==> src/rtl/dispatch_pkg.sv <==
// dispatch_pkg
// Shared definitions for the min-order dispatcher slice:
//   state_e   - dispatcher FSM state encoding (IDLE, SELECT, PRESENT)
//   idx_width - width of a binary channel index for a given channel count
package dispatch_pkg;

    localparam int unsigned MIN_CHANNEL_COUNT = 2;

    typedef enum logic [1:0] {
        IDLE    = 2'd0,
        SELECT  = 2'd1,
        PRESENT = 2'd2
    } state_e;

    function automatic int unsigned idx_width(input int unsigned n);
        return (n < MIN_CHANNEL_COUNT) ? 1 : $clog2(n);
    endfunction

endpackage

==> src/rtl/min_order_dispatcher_if.sv <==
// min_order_dispatcher_if
// Batch-load and dispatch-output handshake bundle.
//   load_valid/load_ready/load_values/load_valids : batch offer (master -> slave)
//   out_valid/out_ready                           : entry handshake (slave -> master)
//   out_value/out_onehot/out_index/out_last       : presented entry
// master = batch producer / entry consumer, slave = dispatcher.
import dispatch_pkg::*;

interface min_order_dispatcher_if #(
    parameter int unsigned DATA_WIDTH    = 8,
    parameter int unsigned CHANNEL_COUNT = 8
);
    localparam int unsigned IW = idx_width(CHANNEL_COUNT);

    logic                                load_valid;
    logic                                load_ready;
    logic [DATA_WIDTH*CHANNEL_COUNT-1:0] load_values;
    logic [CHANNEL_COUNT-1:0]            load_valids;
    logic                                out_valid;
    logic                                out_ready;
    logic [DATA_WIDTH-1:0]               out_value;
    logic [CHANNEL_COUNT-1:0]            out_onehot;
    logic [IW-1:0]                       out_index;
    logic                                out_last;

    modport master (
        output load_valid, load_values, load_valids, out_ready,
        input  load_ready, out_valid, out_value, out_onehot, out_index, out_last
    );

    modport slave (
        input  load_valid, load_values, load_valids, out_ready,
        output load_ready, out_valid, out_value, out_onehot, out_index, out_last
    );

endinterface

==> src/rtl/pending_min_select.sv <==
// pending_min_select
// Combinational unsigned minimum over the masked channels.
//   values    : packed channel values, channel i at [i*DATA_WIDTH +: DATA_WIDTH]
//   valids    : channel mask
//   min_value : smallest masked value (0 when mask empty)
//   min_onehot/min_index : winning channel; ties go to the lowest index
//   any       : mask non-empty
import dispatch_pkg::*;

module pending_min_select #(
    parameter int unsigned DATA_WIDTH    = 8,
    parameter int unsigned CHANNEL_COUNT = 8,
    parameter int unsigned IW            = idx_width(CHANNEL_COUNT)
) (
    input  logic [DATA_WIDTH*CHANNEL_COUNT-1:0] values,
    input  logic [CHANNEL_COUNT-1:0]            valids,
    output logic [DATA_WIDTH-1:0]               min_value,
    output logic [CHANNEL_COUNT-1:0]            min_onehot,
    output logic [IW-1:0]                       min_index,
    output logic                                any
);

    always_comb begin
        any       = 1'b0;
        min_value = '0;
        min_index = '0;
        // Strict less-than keeps the earlier (lower) channel on ties.
        for (int unsigned i = 0; i < CHANNEL_COUNT; i++) begin
            if (valids[i] && (!any || (values[i*DATA_WIDTH +: DATA_WIDTH] < min_value))) begin
                any       = 1'b1;
                min_value = values[i*DATA_WIDTH +: DATA_WIDTH];
                min_index = IW'(i);
            end
        end
        min_onehot = any ? (CHANNEL_COUNT'(1) << min_index) : '0;
    end

endmodule

==> src/rtl/min_order_dispatcher.sv <==
// min_order_dispatcher
// Accepts a batch of channel values plus a request mask and emits the masked
// channels one at a time in non-decreasing value order (ties: lowest index).
//   clk, reset_n : clock, asynchronous active-low reset
//   busy         : batch in progress
//   flush        : abandon current batch (only with MIN_ORDER_DISPATCHER_FLUSH_EN)
//   bus          : load/out handshake bundle (slave side)
// Each entry costs one SELECT cycle (register the minimum) and at least one
// PRESENT cycle (hold until out_ready).
import dispatch_pkg::*;

module min_order_dispatcher #(
    parameter int unsigned DATA_WIDTH    = 8,
    parameter int unsigned CHANNEL_COUNT = 8
) (
    input  logic clk,
    input  logic reset_n,
`ifdef MIN_ORDER_DISPATCHER_FLUSH_EN
    input  logic flush,
`endif
    output logic busy,
    min_order_dispatcher_if.slave bus
);

    localparam int unsigned IW = idx_width(CHANNEL_COUNT);

    state_e                              state_q, state_d;
    logic [DATA_WIDTH*CHANNEL_COUNT-1:0] values_q, values_d;
    logic [CHANNEL_COUNT-1:0]            pending_q, pending_d;
    logic [DATA_WIDTH-1:0]               out_value_q, out_value_d;
    logic [CHANNEL_COUNT-1:0]            out_onehot_q, out_onehot_d;
    logic [IW-1:0]                       out_index_q, out_index_d;
    logic                                out_last_q, out_last_d;

    logic [DATA_WIDTH-1:0]               sel_value;
    logic [CHANNEL_COUNT-1:0]            sel_onehot;
    logic [IW-1:0]                       sel_index;
    logic                                sel_any;
    logic                                flush_req;

`ifdef MIN_ORDER_DISPATCHER_FLUSH_EN
    assign flush_req = flush;
`else
    assign flush_req = 1'b0;
`endif

    pending_min_select #(
        .DATA_WIDTH   (DATA_WIDTH),
        .CHANNEL_COUNT(CHANNEL_COUNT),
        .IW           (IW)
    ) u_sel (
        .values    (values_q),
        .valids    (pending_q),
        .min_value (sel_value),
        .min_onehot(sel_onehot),
        .min_index (sel_index),
        .any       (sel_any)
    );

    always_comb begin
        state_d      = state_q;
        values_d     = values_q;
        pending_d    = pending_q;
        out_value_d  = out_value_q;
        out_onehot_d = out_onehot_q;
        out_index_d  = out_index_q;
        out_last_d   = out_last_q;

        case (state_q)
            IDLE: begin
                // An empty-mask offer is consumed (load_ready is high) but ignored.
                if (bus.load_valid && (|bus.load_valids)) begin
                    values_d  = bus.load_values;
                    pending_d = bus.load_valids;
                    state_d   = SELECT;
                end
            end
            SELECT: begin
                if (sel_any) begin
                    out_value_d  = sel_value;
                    out_onehot_d = sel_onehot;
                    out_index_d  = sel_index;
                    // Exactly one pending bit left means this is the final entry.
                    out_last_d   = ((pending_q & (pending_q - CHANNEL_COUNT'(1))) == '0);
                    state_d      = PRESENT;
                end else begin
                    state_d = IDLE;
                end
            end
            PRESENT: begin
                if (bus.out_ready) begin
                    pending_d = pending_q & ~out_onehot_q;
                    state_d   = (pending_d == '0) ? IDLE : SELECT;
                end
            end
            default: state_d = IDLE;
        endcase

        // Flush overrides any handshake taken in the same cycle.
        if (flush_req && (state_q != IDLE)) begin
            state_d   = IDLE;
            pending_d = '0;
        end
    end

    always_ff @(posedge clk or negedge reset_n) begin
        if (!reset_n) begin
            state_q      <= IDLE;
            values_q     <= '0;
            pending_q    <= '0;
            out_value_q  <= '0;
            out_onehot_q <= '0;
            out_index_q  <= '0;
            out_last_q   <= 1'b0;
        end else begin
            state_q      <= state_d;
            values_q     <= values_d;
            pending_q    <= pending_d;
            out_value_q  <= out_value_d;
            out_onehot_q <= out_onehot_d;
            out_index_q  <= out_index_d;
            out_last_q   <= out_last_d;
        end
    end

    assign bus.load_ready = (state_q == IDLE);
    assign bus.out_valid  = (state_q == PRESENT);
    assign bus.out_value  = out_value_q;
    assign bus.out_onehot = out_onehot_q;
    assign bus.out_index  = out_index_q;
    assign bus.out_last   = out_last_q;
    assign busy           = (state_q != IDLE);

endmodule

==> src/flat_wrapper.sv <==
// flat-port wrapper written by rule: the top's interface ports become plain ports
module min_order_dispatcher_flat 
#(
    parameter int unsigned DATA_WIDTH    = 8,
    parameter int unsigned CHANNEL_COUNT = 8
)
  (clk, reset_n, busy, bus_load_valid, bus_load_values, bus_load_valids, bus_out_ready, bus_load_ready, bus_out_valid, bus_out_value, bus_out_onehot, bus_out_index, bus_out_last);
  min_order_dispatcher_if #(.DATA_WIDTH(DATA_WIDTH), .CHANNEL_COUNT(CHANNEL_COUNT)) bus_i ();
  input  logic clk;
  input  logic reset_n;
  output logic busy;
  input wire logic [$bits(bus_i.load_valid)-1:0] bus_load_valid;
  input wire logic [$bits(bus_i.load_values)-1:0] bus_load_values;
  input wire logic [$bits(bus_i.load_valids)-1:0] bus_load_valids;
  input wire logic [$bits(bus_i.out_ready)-1:0] bus_out_ready;
  output wire logic [$bits(bus_i.load_ready)-1:0] bus_load_ready;
  output wire logic [$bits(bus_i.out_valid)-1:0] bus_out_valid;
  output wire logic [$bits(bus_i.out_value)-1:0] bus_out_value;
  output wire logic [$bits(bus_i.out_onehot)-1:0] bus_out_onehot;
  output wire logic [$bits(bus_i.out_index)-1:0] bus_out_index;
  output wire logic [$bits(bus_i.out_last)-1:0] bus_out_last;
  assign bus_i.load_valid = bus_load_valid;
  assign bus_i.load_values = bus_load_values;
  assign bus_i.load_valids = bus_load_valids;
  assign bus_i.out_ready = bus_out_ready;
  assign bus_load_ready = bus_i.load_ready;
  assign bus_out_valid = bus_i.out_valid;
  assign bus_out_value = bus_i.out_value;
  assign bus_out_onehot = bus_i.out_onehot;
  assign bus_out_index = bus_i.out_index;
  assign bus_out_last = bus_i.out_last;
  min_order_dispatcher #(.DATA_WIDTH(DATA_WIDTH), .CHANNEL_COUNT(CHANNEL_COUNT)) u_core (.clk(clk), .reset_n(reset_n), .busy(busy), .bus(bus_i));
endmodule
==> config.mk <==
export PLATFORM = sky130hd
export DESIGN_NAME = min_order_dispatcher_flat
export DESIGN_NICKNAME = d
export VERILOG_FILES = /design/src/rtl/dispatch_pkg.sv /design/src/rtl/min_order_dispatcher_if.sv /design/src/rtl/pending_min_select.sv /design/src/rtl/min_order_dispatcher.sv /design/src/flat_wrapper.sv
export SDC_FILE = /design/constraint.sdc
export NUM_CORES = 1
export LEC_CHECK = 0
export CAP_MARGIN = 20
export CORE_MARGIN = 3
export CORE_UTILIZATION = 45
export CTS_BUF_LIST = sky130_fd_sc_hd__clkbuf_4
export DETAILED_ROUTE_END_ITERATION = 8
export GPL_TIMING_DRIVEN = 1
export PLACE_DENSITY_LB_ADDON = 0.08
export SLEW_MARGIN = 40
export SYNTH_ARGS = -nofsm -noshare
export SYNTH_HDL_FRONTEND = slang
export SYNTH_SLANG_ARGS = --single-unit
==> constraint.sdc <==
create_clock -name clk -period 14.6 [get_ports clk]
set_clock_uncertainty 0.05 [all_clocks]
set_input_delay 4.38 -clock clk [delete_from_list [all_inputs] [get_ports clk]]
set_output_delay 4.38 -clock clk [all_outputs]
set_load 0.005 [all_outputs]
# == Yosys cells after proc, flatten, opt, wreduce, memory -nomap -nowiden ==
# Index checks and enable logic that the tools add are counted.
# word_totals
out_inout_bits,23
latch_bits,0
romBits,0
regBits,94
elab_cells,86
memories,0
inputBits,76
ramBits,0
# classes
multipliers,0
magnitude_cmp,7
bitwise,3
mux,31
n_div,0
shifts,1
reduce_logical,32
add_sub_neg,1
n_eq_ne,4
# op_table
operator,n
$mux 8,10
$lt 8x8->1,7
$mux 3,6
$and 8x8->8,2
$logic_not 8->1,2
$pmux 8 s2,1
$mux 1,10
$logic_and 1x1->1,8
$not 8->8,1
$reduce_or 8->1,1
$shl 1x3->8 const A,1
$sub 8x1->8 const B,1
$logic_not 1->1,7
$logic_or 1x1->1,7
$mux 2,3
$pmux 2 s3,1
$reduce_and 2->1,3
$reduce_bool 2->1,2
$reduce_and 3->1,1
$eq 2x1->1 const B,1
$eq 2x2->1 const B,1
$logic_not 2->1,1
$ne 2x1->1 const B,1
$ne 2x2->1 const B,1

# == Depth between registers and ports, before layout ==
# logic_depth
depth_word,31
ltp_mapped,66
mapped_depth_nobuf,59

# == Modules after synthesis ==
# Synthesis repeated with hierarchy kept, for this count alone.
# hier_totals
hier_cells,638
hier_area_um2,6483.7
# modules_own_cells
module,instances,cells_each,seq_area_each_um2,area_per_inst_um2
min_order_dispatcher,1,239,2352.3,3718.6
pending_min_select,1,399,0.0,2765.2

# == Least setup slack after synthesis ==
# No wires, ideal clock.
# synth_timing
path_type,reg2reg
start,register u_core.pending_q[0]
end,"register u_core.out_value_q[0], in the netlist u_core.bus.out_value[0]"
stages_incl_launch_ff,61
slack_ns,2.088
required_ns,14.455
setup_ns,0.095
synth_period_minus_slack_ns,12.512
arrival_ns,12.367
n_path_buf,8
path_cell_list,dfrtp_1 buf_6 clkbuf_1 nand2_1 ha_1 a211oi_2 o22ai_2 o211ai_4 clkbuf_1 a21oi_1 ha_1 a21oi_1 nand2_1 a21o_1 o21a_1 a311oi_4 mux2i_1 inv_1 (+25 left out) a21o_1 a21o_1 a2111o_1 a311oi_1 o21a_1 a21boi_0 o31a_1 buf_2 o22ai_1 ha_1 a21o_1 a21o_1 a21oi_1 o21ai_0 nor2_1 clkbuf_1 nor3_1 o31ai_1
# synth_via
elab_chain_cells,30
elab_cells_between_ends,45
classes_between,order compare (7); mux (16); reduce/logical (22)
# synth_lines
element,line,rtl
start: declaration,min_order_dispatcher.sv:29,"logic [CHANNEL_COUNT-1:0] pending_q, pending_d;"
start signal: assignment,min_order_dispatcher.sv:118,pending_q <= pending_d;
$mux 8 / $mux 1 (equally long branches),pending_min_select.sv:29,if (valids[i] && (!any || (values[i*DATA_WIDTH +: DATA_WIDTH] < min_value))) begin
$lt 8x8->1 / $logic_not 1->1 (equally long branches),pending_min_select.sv:29,
$logic_or 1x1->1,pending_min_select.sv:29,
$logic_and 1x1->1,pending_min_select.sv:29,
$mux 8 / $mux 1 (equally long branches),pending_min_select.sv:29,
$lt 8x8->1 / $logic_not 1->1 (equally long branches),pending_min_select.sv:29,
$logic_or 1x1->1,pending_min_select.sv:29,
$logic_and 1x1->1,pending_min_select.sv:29,
(+14 left out),-,
$logic_or 1x1->1,pending_min_select.sv:29,
$logic_and 1x1->1,pending_min_select.sv:29,
$mux 8 / $mux 1 (equally long branches),pending_min_select.sv:29,
$lt 8x8->1 / $logic_not 1->1 (equally long branches),pending_min_select.sv:29,
$logic_or 1x1->1,pending_min_select.sv:29,
$logic_and 1x1->1,pending_min_select.sv:29,
$mux 1,pending_min_select.sv:29,
$reduce_and 2->1 (no source line),-,
end signal: assignment,min_order_dispatcher.sv:119,out_value_q <= out_value_d;
end: declaration,min_order_dispatcher.sv:30,"logic [DATA_WIDTH-1:0] out_value_q, out_value_d;"
# Several ways; a longest one is shown, not always the timed one.
# A chain may end at the register's enable or synchronous reset.

# == Final worst setup path ==
# layout_timing
start,register u_core.pending_q[0]
end,"register u_core.out_value_q[7], in the netlist u_core.bus.out_value[7]"
# The elaborated chain is that of the path after synthesis.

==> summary.txt <==
Floorplanning
  • Die height: roughly 120 um
  • Die area: ~0.015 mm^2
  • Num ports: around 100
  • Initial Util: 46.8%
  • Site Rows: between 40 and 50
  • Die Width: around 120 um
  • Core area: between 0.01 and 0.015 mm^2

Final layout
  • Multi-input logic area: approximately 0.0037 mm^2
  • Cell area after layout: 0.00766 mm^2
  • # fillers: 1183
  • N_diodes: 0
  • Area Overhead vs Synth: 21.3%
  • FF+latch area: ~0.0024 mm^2
  • Final Net Count: 875
  • Fraction of layout instances using a drive strength above 1: about 14%

Global route
  • Largest net degree at the start of global routing: between 50 and 60
  • Vias in the first global route: approximately 5.4k
  • Grt ovf: 0
  • Global Route Usage Sum: 21.7%
  • First-pass GRT wire length: 27.6 mm
  • Initial antenna violation count: 0

Logic synthesis
  • Synth warn: 0
  • Post-Synth Adder-Cell Area: roughly a tenth
  • Cell taking the most area after synthesis: dfrtp_1
  • Cell variety after synth: 70
  • Dominant cell by count in the synthesized netlist: dfrtp_1
  • Most frequent cells after synthesis: 94 x dfrtp_1, 64 x o21ai_0, 50 x nand2_1
  • Top-area cell type share of the netlist area: around 37%
  • Seq/Total Area, Yosys: a little under two fifths
  • Yosys reg bits: 94
  • Post-synthesis mux area share: between 10% and 20%
  • Syn Nets: 784
  • Post-synth EDFFs: 0
  • Area contributors post-synth: dfrtp_1 37%, ha_1 9.7%, mux2_2 8.6%
  • XOR/XNOR Fraction of Synth Area: 0%
  • FFs w/ async S/R, synth: 100%
  • Mapped Avg Cell Area: 9.58 um^2
  • Mapped Area: 0.00632 mm^2
  • Ys flop type: dfrtp_1
  • Post-Syn Instances: 659
  • Combinational family with the most area after synthesis: compound AO/OA/AOI/OAI gates
  • Synth Area in Compound Gates: 24.7%
  • Synth Area in Simple Gates: 12.3%

Route
  • Vias per cell: 5.87
  • Via count: about 5.5k
  • First drt pass iteration count: 5
  • Avg WL per Cell: approximately 18 um
  • First DRT Iteration DRCs: 335
  • Final wirelength: about 17 mm
  • Post-DRT Antenna Nets: 0
  • Drt drc: 0

STA
  • Min Tclk post-route: between 10 and 15 ns
  • Fmax: between 70 and 80 MHz
  • Endpoints failing hold: 0
  • Final setup violation count: 0
  • Worst-Margin Slew: about 0.77 ns
  • Rel. slew slack: a little under half
  • Final worst path period share: around 90%
  • Final slew viol count: 0

Clock network
  • CTS sink cnt: 94
  • Latest clock arrival within the worst-skew pair: approximately 0.48 ns
  • Max clock buf depth: 2
  • TritonCTS Buffers: 9
  • CTS tree: done
  • Root buf cell: clkbuf_4
  • H-tree levels: 3
  • Clock-pin slew on the worst setup and hold paths: 0.16 ns

Setup path
  • CP max FO: 23
  • Worst setup EP type: flop
  • Worst Setup Start Kind: flop
  • Critical path class: flop to flop
  • WP data required: 14.91 ns
  • Critical Path AT: roughly 14 ns
  • Crit-path slowest cell: dfrtp_2
  • Top cell by count, worst path: a21o_1
  • Max stage delay on crit path: approximately 0.52 ns

Placement
  • Gpl congestion: a little under 0.9
  • Cell Area, Placed: approximately 0.0075 mm^2
  • Port Buf Inserts: between 90 and 100
  • HPWL Detailed: around 14 mm

Run
  • Max Cap Violations: 0

Min path
  • Hold WC Path Type: flop to flop

Status
  • Status: finished clean
[state kept, by name, indices dropped and copies added (netlist names)]
register               count
u_core.bus.out_index       3
u_core.pending_q           8
u_core.bus.out_value       8
u_core.values_q           64
u_core.state_q             2
u_core.bus.out_onehot      8
u_core.bus.out_last        1
[path summary, 6_finish.rpt]
kind / start / endpoint / slack, ns / depth (start not counted)
min in group asynchronous: reset_n / u_core.values_q[43] / 3.78 / 1
max: u_core.pending_q[0] / u_core.bus.out_value[7] / 1.12 / 61
min: u_core.bus.out_value[0] / u_core.bus.out_value[0] / 0.47 / 2
max reg2reg: u_core.pending_q[0] / u_core.bus.out_value[7] / 1.12 / 61
min reg2reg: u_core.bus.out_value[0] / u_core.bus.out_value[0] / 0.47 / 2
max in group asynchronous: reset_n / u_core.pending_q[0] / 9.59 / 2
[routing by layer]
metal  wire length (um)  global-route usage, %
met1               7660                   28.1
met2               8280                   36.8
met3                587                   2.92
met4                454                   8.64
met5                  0                      0
[stage by stage]
stage | utilization [%] | cells | setup WS (ns) | TNS [ns] | hold slack [ns]
after global routing | 56.7 | 930 | -0.0372 | -0.0776 | 0.494
after global placement | 55.2 | 913 | 0.241 | 0 | 0.432
final | 56.7 | 930 | 1.12 | 0 | 0.466
after detailed placement | 55.2 | 913 | 0.0366 | 0 | 0.439
after CTS | 56.2 | 928 | 0.156 | 0 | 0.472
after floorplan | - | 659 | 2.09 | 0 | 0.423
[critical path, delay by kind of cell, from the launching register on]
kind / cells / cell delay [ns]
multiplexers: 1 / 0.29
AO/OA/AOI/OAI: 38 / 8.01
flip-flops: 1 / 0.52
buffers and inverters: 4 / 0.63
AND/OR/NAND/NOR: 11 / 1.72
adder cells (fa/ha/maj): 7 / 2.05
[cells by family (layout without fill, tap and decap cells)]
| logic type | Yosys count | after routing |
|---|---|---|
| simple gates | 160 | 160 |
| flops | 94 | 94 |
| compound gates | 220 | 220 |
| fa+ha+maj | 50 | 50 |
| mux | 64 | 64 |
| buf+inv | 71 | 166 |
[area by class of cell]
class	instances	area share [%]
inverters	41	2.01
repair buffers	110	14.0
clock inverters	5	0.752
multi-input cells	494	48.7
flip-flops and latches	94	30.7
clock buffers	10	0.980
well taps	176	2.88
[cell usage in the layout (no fill, tap or decap), types with 13 or more instances in the layout]
cell type / n
a21oi_1: 32
buf_4: 13
o21ai_0: 61
nand3_1: 13
ha_1: 49
clkdlybuf4s50_1: 97
a21o_1: 22
o211ai_1: 16
mux2i_1: 16
nor2_1: 46
nand2_1: 50
dfrtp_1: 93
inv_1: 40
mux2_2: 48
[repair_timing]
action / 4_1_cts / 5_1_grt
endpoints found under the setup margin: 7 / 19
hold buffers: 0 / 0
setup buffers: 0 / 2
resized for setup: 1 / 12
pin swaps: 0 / 1
Power is not shown: default switching activity piles up to over one toggle a cycle in this logic, so the estimate is an artifact.
